[src/rtl/perf_pkg.sv]
// Shared types, defaults and helpers for the performance-report scheduler.
// Frame layout: header byte, NCNT counter bytes, then a mod-256 checksum of the counter bytes.
package perf_pkg;

    typedef enum logic [2:0] {
        StIdle     = 3'd0,
        StStart    = 3'd1,
        StWaitAck  = 3'd2,
        StWaitDone = 3'd3,
        StNext     = 3'd4
    } state_e;

    localparam logic [7:0]  HDR_DEFAULT  = 8'hA5;
    localparam int unsigned NCNT_DEFAULT = 6;
    localparam int unsigned MAX_NCNT     = 16;

    function automatic int unsigned frame_len(input int unsigned ncnt);
        return ncnt + 2;
    endfunction

    localparam int unsigned FRAME_LEN = frame_len(NCNT_DEFAULT);

    // Sum of the low n bytes of v, wrapping at 256; the header is never part of v.
    function automatic logic [7:0] sum8(input logic [MAX_NCNT*8-1:0] v, input int unsigned n);
        logic [7:0] s;
        s = '0;
        for (int k = 0; k < int'(MAX_NCNT); k++) begin
            if (k < int'(n)) s = s + v[8*k +: 8];
        end
        return s;
    endfunction

endpackage

[src/rtl/perf_interval_timer.sv]
// Free-running report interval timer: one-cycle tick every PERIOD cycles while enabled.
// Disabling holds the count at zero, so re-enabling always restarts a full period.
module perf_interval_timer #(
    parameter int unsigned PERIOD = 600
) (
    input  logic clk,
    input  logic rstn,
    input  logic en_i,
    output logic tick_o
);

    localparam int unsigned W = $clog2(PERIOD);

    logic [W-1:0] cnt_q, cnt_d;

    always_comb begin
        cnt_d  = cnt_q;
        tick_o = 1'b0;
        if (!en_i) begin
            cnt_d = '0;
        end else if (cnt_q == W'(PERIOD - 1)) begin
            tick_o = 1'b1;
            cnt_d  = '0;
        end else begin
            cnt_d = cnt_q + 1'b1;
        end
    end

    always_ff @(posedge clk or negedge rstn) begin
        if (!rstn) cnt_q <= '0;
        else       cnt_q <= cnt_d;
    end

endmodule

[src/rtl/perf_report_sched.sv]
// Snapshots the cache performance counters on a tick or trigger and feeds them to the UART TX
// one byte at a time with a start/busy handshake, holding at most one queued request.
module perf_report_sched
    import perf_pkg::*;
#(
    parameter int unsigned NCNT   = NCNT_DEFAULT,
    parameter int unsigned PERIOD = 600,
    parameter logic [7:0]  HDR    = HDR_DEFAULT,
    parameter int unsigned ACK_TO = 16
) (
    input  logic            clk,
    input  logic            rstn,
    input  logic            en_i,
    input  logic            trig_i,
    input  logic [NCNT*8-1:0] cnt_i,
    input  logic            tx_busy_i,
    output logic            tx_start_o,
    output logic [7:0]      tx_data_o,
    output logic            snap_o,
    output logic            frame_active_o,
    output logic [7:0]      overrun_o
);

    localparam int unsigned LAST = NCNT + 1;
    localparam int unsigned IW   = $clog2(frame_len(NCNT));
    localparam int unsigned AW   = (ACK_TO > 1) ? $clog2(ACK_TO) : 1;

    state_e              state_q, state_d;
    logic [IW-1:0]       idx_q, idx_d;
    logic [AW-1:0]       ack_q, ack_d;
    logic [NCNT*8-1:0]   snap_reg_q, snap_reg_d;
    logic [7:0]          chk_q, chk_d;
    logic [7:0]          txd_q, txd_d;
    logic [7:0]          ovr_q, ovr_d;
    logic                pend_q, pend_d;
    logic                snap_q, snap_d;
    logic                fa_q, fa_d;

    logic                tick, req, do_snap, consume;
    logic [7:0]          next_byte;
    logic [MAX_NCNT*8-1:0] cnt_ext;

    perf_interval_timer #(
        .PERIOD (PERIOD)
    ) u_timer (
        .clk    (clk),
        .rstn   (rstn),
        .en_i   (en_i),
        .tick_o (tick)
    );

    assign req = tick | trig_i;

    // Byte sent after the current index: data byte idx_q, or the checksum once past the data.
    always_comb begin
        next_byte = chk_q;
        for (int k = 0; k < int'(NCNT); k++) begin
            if (idx_q == IW'(k)) next_byte = snap_reg_q[8*k +: 8];
        end
    end

    always_comb begin
        state_d    = state_q;
        idx_d      = idx_q;
        ack_d      = ack_q;
        snap_reg_d = snap_reg_q;
        chk_d      = chk_q;
        txd_d      = txd_q;
        ovr_d      = ovr_q;
        pend_d     = pend_q;
        snap_d     = 1'b0;
        fa_d       = fa_q;
        do_snap    = 1'b0;
        consume    = 1'b0;
        cnt_ext    = '0;
        cnt_ext[NCNT*8-1:0] = cnt_i;

        unique case (state_q)
            StIdle: begin
                // A request queued on the very last cycle of a frame is served from here.
                if (req || pend_q) begin
                    do_snap = 1'b1;
                    consume = 1'b1;
                end
            end
            StStart: begin
                state_d = StWaitAck;
                ack_d   = '0;
            end
            StWaitAck: begin
                if (tx_busy_i) begin
                    state_d = StWaitDone;
                end else if (ack_q == AW'(ACK_TO - 1)) begin
                    state_d = StNext;
                end else begin
                    ack_d = ack_q + 1'b1;
                end
            end
            StWaitDone: begin
                if (!tx_busy_i) state_d = StNext;
            end
            StNext: begin
                if (idx_q != IW'(LAST)) begin
                    idx_d   = idx_q + 1'b1;
                    txd_d   = next_byte;
                    state_d = StStart;
                end else if (pend_q) begin
                    do_snap = 1'b1;
                    consume = 1'b1;
                end else begin
                    fa_d    = 1'b0;
                    state_d = StIdle;
                end
            end
            default: state_d = StIdle;
        endcase

        if (do_snap) begin
            snap_reg_d = cnt_i;
            chk_d      = sum8(cnt_ext, NCNT);
            snap_d     = 1'b1;
            fa_d       = 1'b1;
            idx_d      = '0;
            txd_d      = HDR;
            state_d    = StStart;
        end

        if (consume) pend_d = 1'b0;
        if (req && fa_q) begin
            if (pend_q && !consume) begin
                if (ovr_q != 8'hFF) ovr_d = ovr_q + 1'b1;
            end else begin
                pend_d = 1'b1;
            end
        end
    end

    always_ff @(posedge clk or negedge rstn) begin
        if (!rstn) begin
            state_q    <= StIdle;
            idx_q      <= '0;
            ack_q      <= '0;
            snap_reg_q <= '0;
            chk_q      <= '0;
            txd_q      <= '0;
            ovr_q      <= '0;
            pend_q     <= 1'b0;
            snap_q     <= 1'b0;
            fa_q       <= 1'b0;
        end else begin
            state_q    <= state_d;
            idx_q      <= idx_d;
            ack_q      <= ack_d;
            snap_reg_q <= snap_reg_d;
            chk_q      <= chk_d;
            txd_q      <= txd_d;
            ovr_q      <= ovr_d;
            pend_q     <= pend_d;
            snap_q     <= snap_d;
            fa_q       <= fa_d;
        end
    end

    assign tx_start_o     = (state_q == StStart);
    assign tx_data_o      = txd_q;
    assign snap_o         = snap_q;
    assign frame_active_o = fa_q;
    assign overrun_o      = ovr_q;

endmodule
[config.mk]
export PLATFORM = sky130hd
export DESIGN_NAME = perf_report_sched
export DESIGN_NICKNAME = d
export VERILOG_FILES = /design/src/rtl/perf_pkg.sv /design/src/rtl/perf_interval_timer.sv /design/src/rtl/perf_report_sched.sv
export SDC_FILE = /design/constraint.sdc
export NUM_CORES = 1
export LEC_CHECK = 0
export ABC_AREA = 1
export ABC_CLOCK_PERIOD_IN_PS = 2750
export BUFFER_PORTS_ARGS = -buffer_cell sky130_fd_sc_hd__clkbuf_2
export CORE_UTILIZATION = 51
export CTS_CLUSTER_SIZE = 24
export DETAILED_ROUTE_END_ITERATION = 8
export GPL_ROUTABILITY_DRIVEN = 0
export MAX_ROUTING_LAYER = met4
export PLACE_DENSITY_LB_ADDON = 0.05
export SLEW_MARGIN = 10
export SYNTH_ARGS = -nofsm -noshare
export SYNTH_HDL_FRONTEND = slang
export SYNTH_SLANG_ARGS = --single-unit
[constraint.sdc]
create_clock -name clk -period 2.75 [get_ports clk]
set_clock_uncertainty 0.05 [all_clocks]
set_input_delay 0.1375 -clock clk [delete_from_list [all_inputs] [get_ports clk]]
set_output_delay 0.1375 -clock clk [all_outputs]
set_load 0.1 [all_outputs]
==> metrics <==
WL final 15.9 mm; count of final hold-check violations 0; total grt overflow 0; synthesized area divided by synthesized cell count 7.55 µm²; required time reported for the critical path endpoint 2.94 ns; drt wl/cell 14.4 µm; Worst Path Buf+Inv 7; Synth top cells by count nand2_1, inv_1, dfrtp_1; total leakage power 0.00424 µW; pin count of the biggest net entering global routing 62; Setup TNS -6.08 ns; area of the core 11,500 µm²; proportion of layout cells with a drive suffix above 1 26.3%; pwr dens 1360 nW/µm²; via count of the first global-routing pass 5,587; synthesized-area fraction occupied by ao, oa, aoi and oai cells 11.0%; most used flip-flop cell after synthesis dfrtp_1; router iterations before antenna repair 7; portion of the clock cycle consumed by the worst path in the final layout 154%; Chip Width 111 µm; Port-buffer cells 71; share of the synthesized area in the top cell type 39.2%; GR Util All Layers 27.7%; dpl hpwl 11.7 mm; area of the die 12,300 µm²; maximum clock insertion buffer count 2; number of antenna violations at the first check in global routing 0; normalized max-slew margin 46.0%; number of enable-type register cells in the synthesized netlist 0; Top Ports 72; root cell of the clock tree clkbuf_16; synthesized-area fraction occupied by xor and xnor cells 4.91%; H-tree lvl count 3; area growth from synthesis to layout 32.5%; synthesized flop and latch total 95; Setup crit start kind input port; final number of setup-violating endpoints 7; clock buffers created by TritonCTS 9; Diodes inserted 0; clock tree from TritonCTS done; antenna violation net count after detailed routing 0; post-route design area 8040 µm²; reported max-cap violation count 0; FMAX 236 MHz; failing checks design-rule violations, negative setup slack; type of the worst setup path input port to flip-flop; drt first-iter violations 429; worst hold slack after final layout 0.00953 ns; run status finished, violations left; CP Capture Type flip-flop; via count of the routed design 5,700; Initial Utilization 52.7%; Reg clk slew, reported paths 0.06 ns; Die Ht 111 µm; cell type with the largest total area after synthesis dfrtp_1; RSZ-0062 raised after global routing true; leading cell types by total area after synthesis dfrtp_1, nand2_1, ha_1; largest delay contributor family on the critical path adder cells; Distinct cells, synth 40; Clock Latency Late Sink 0.35 ns; Synth warnings 0; number of remaining DRC errors 2; Nets 1,059; first-pass GRT wire length 26.3 mm; crit path time final 4.24 ns; Post-Syn Area 6070 µm²; ratio of routed vias to standard cells 5.17; synthesized instance count 804; async set-or-reset flop fraction in the synthesized netlist 100%; post-route worst setup slack -1.49 ns; sequential fraction of the synthesis area 39.2%; Min-Delay Path Class input port to flip-flop; number of cell rows 39; net count after synthesis 907; maximum fanout encountered on the critical timing path 4; Clock Sink Count 95; cell at the slowest stage of the critical path fa_2; Post-Synth Adder-Cell Area 10.9%; synthesized-area fraction occupied by and/or/nand/nor cells 25.8%; multiplexer area fraction after synthesis 0%; Worst Tran Pin Value 0.803 ns; most frequent cell after synthesis nand2_1; library cell appearing most often on the critical path nand2_1; peak ir drop on the vdd network 1.33 mV; Final Slew Violations 0; delay contributed by the slowest stage of the critical path 0.36 ns; Post-Place Cell Area 7160 µm²; WP data arrival 4.43 ns; fraction of the core area covered by cells at the end of the flow 69.8%; combinational family with the most area after synthesis simple AND/OR/NAND/NOR gates
## metrics by stage
step                power [µW]  setup WS, ns  cells
floorplan                 6750         -1.31    804
global placement          8270         -1.67   1065
detailed placement        8480         -1.83   1065
CTS                      10400         -1.34   1100
global route             11800         -1.71   1103
finish                   11000         -1.49   1103
## metal layers
layer,track usage [%],vias up,part of all wire (%)
li1,-,2859,-
met2,47.4,142,50
met5,-,-,0
met1,34.2,2676,45
met3,3.61,23,3.5
met4,8.83,0,2.0
## power breakdown
group	leakage [µW]	internal (µW)	switching (µW)
Combinational	0.00290	2970	4340
Clock	0.000155	818	534
Sequential	0.00118	1970	325
Total	0.00424	5750	5200
## state kept, by name, indices dropped and copies added, names as in the netlist, 3 cells and up
name	cells
tx_data_o	8
u_timer.cnt_q	10
ack_q	4
overrun_o	8
snap_reg_q	48
state_q	3
idx_q	3
chk_q	8
## layout make-up
| cell class | count | area, µm² |
|---|---|---|
| flip-flops and latches | 95 | 2380 |
| clock buffers | 10 | 239 |
| clock inverters | 5 | 81.3 |
| inverters | 106 | 400 |
| fillers | 923 | 3470 |
| repair buffers | 158 | 1110 |
| well taps | 143 | 179 |
| multi-input cells | 586 | 3650 |
## cell usage in the layout, fill, tap and decap left out, types with 9 or more instances in the layout
cell type	n
nand2_1	267
dfrtp_1	95
inv_1	92
clkbuf_2	68
buf_4	67
nor2_1	43
o21ai_0	33
o21ai_1	33
ha_1	31
nand3_1	26
a21oi_1	19
a21oi_2	15
dlygate4sd3_1	14
inv_2	13
xor2_1	13
ha_4	13
nand2_2	12
xnor2_1	11
nor3_1	10
clkbuf_16	9
## final timing paths
path / from / end / slack [ns] / cells after the start
max: cnt_i[0] / chk_q[7]$_DFFE_PN0P_ / -1.49 / 35
min: cnt_i[44] / snap_reg_q[44]$_DFFE_PN0P_ / 0.01 / 3
max reg2reg: idx_q[1]$_DFFE_PN0P_ / tx_data_o[5]$_DFFE_PN0P_ / 0.53 / 11
min reg2reg: u_timer.cnt_q[0]$_DFF_PN0_ / u_timer.cnt_q[0]$_DFF_PN0_ / 0.41 / 1
max in group asynchronous: rstn / snap_reg_q[34]$_DFFE_PN0P_ / 1.68 / 3
min in group asynchronous: rstn / u_timer.cnt_q[2]$_DFF_PN0_ / 0.29 / 2
## cell families after synthesis
group / count (synthesis)
AND/OR/NAND/NOR: 380
flip-flops: 95
buffers and inverters: 123
adder cells (fa/ha/maj): 50
XOR/XNOR: 34
AO/OA/AOI/OAI: 122
## worst min-delay path: stages
cell	delay, ns
clkbuf_2	0.12
nand2_1	0.06
nand2_1	0.05
## repair_timing
item,in CTS,in global routing
setup buffers,6,4
gates resized for setup,30,39
endpoints found under the setup margin,7,7
pin swaps,36,47
hold endpoints to repair,57,0
hold buffers,14,0
(Power assumes the default switching activity.)
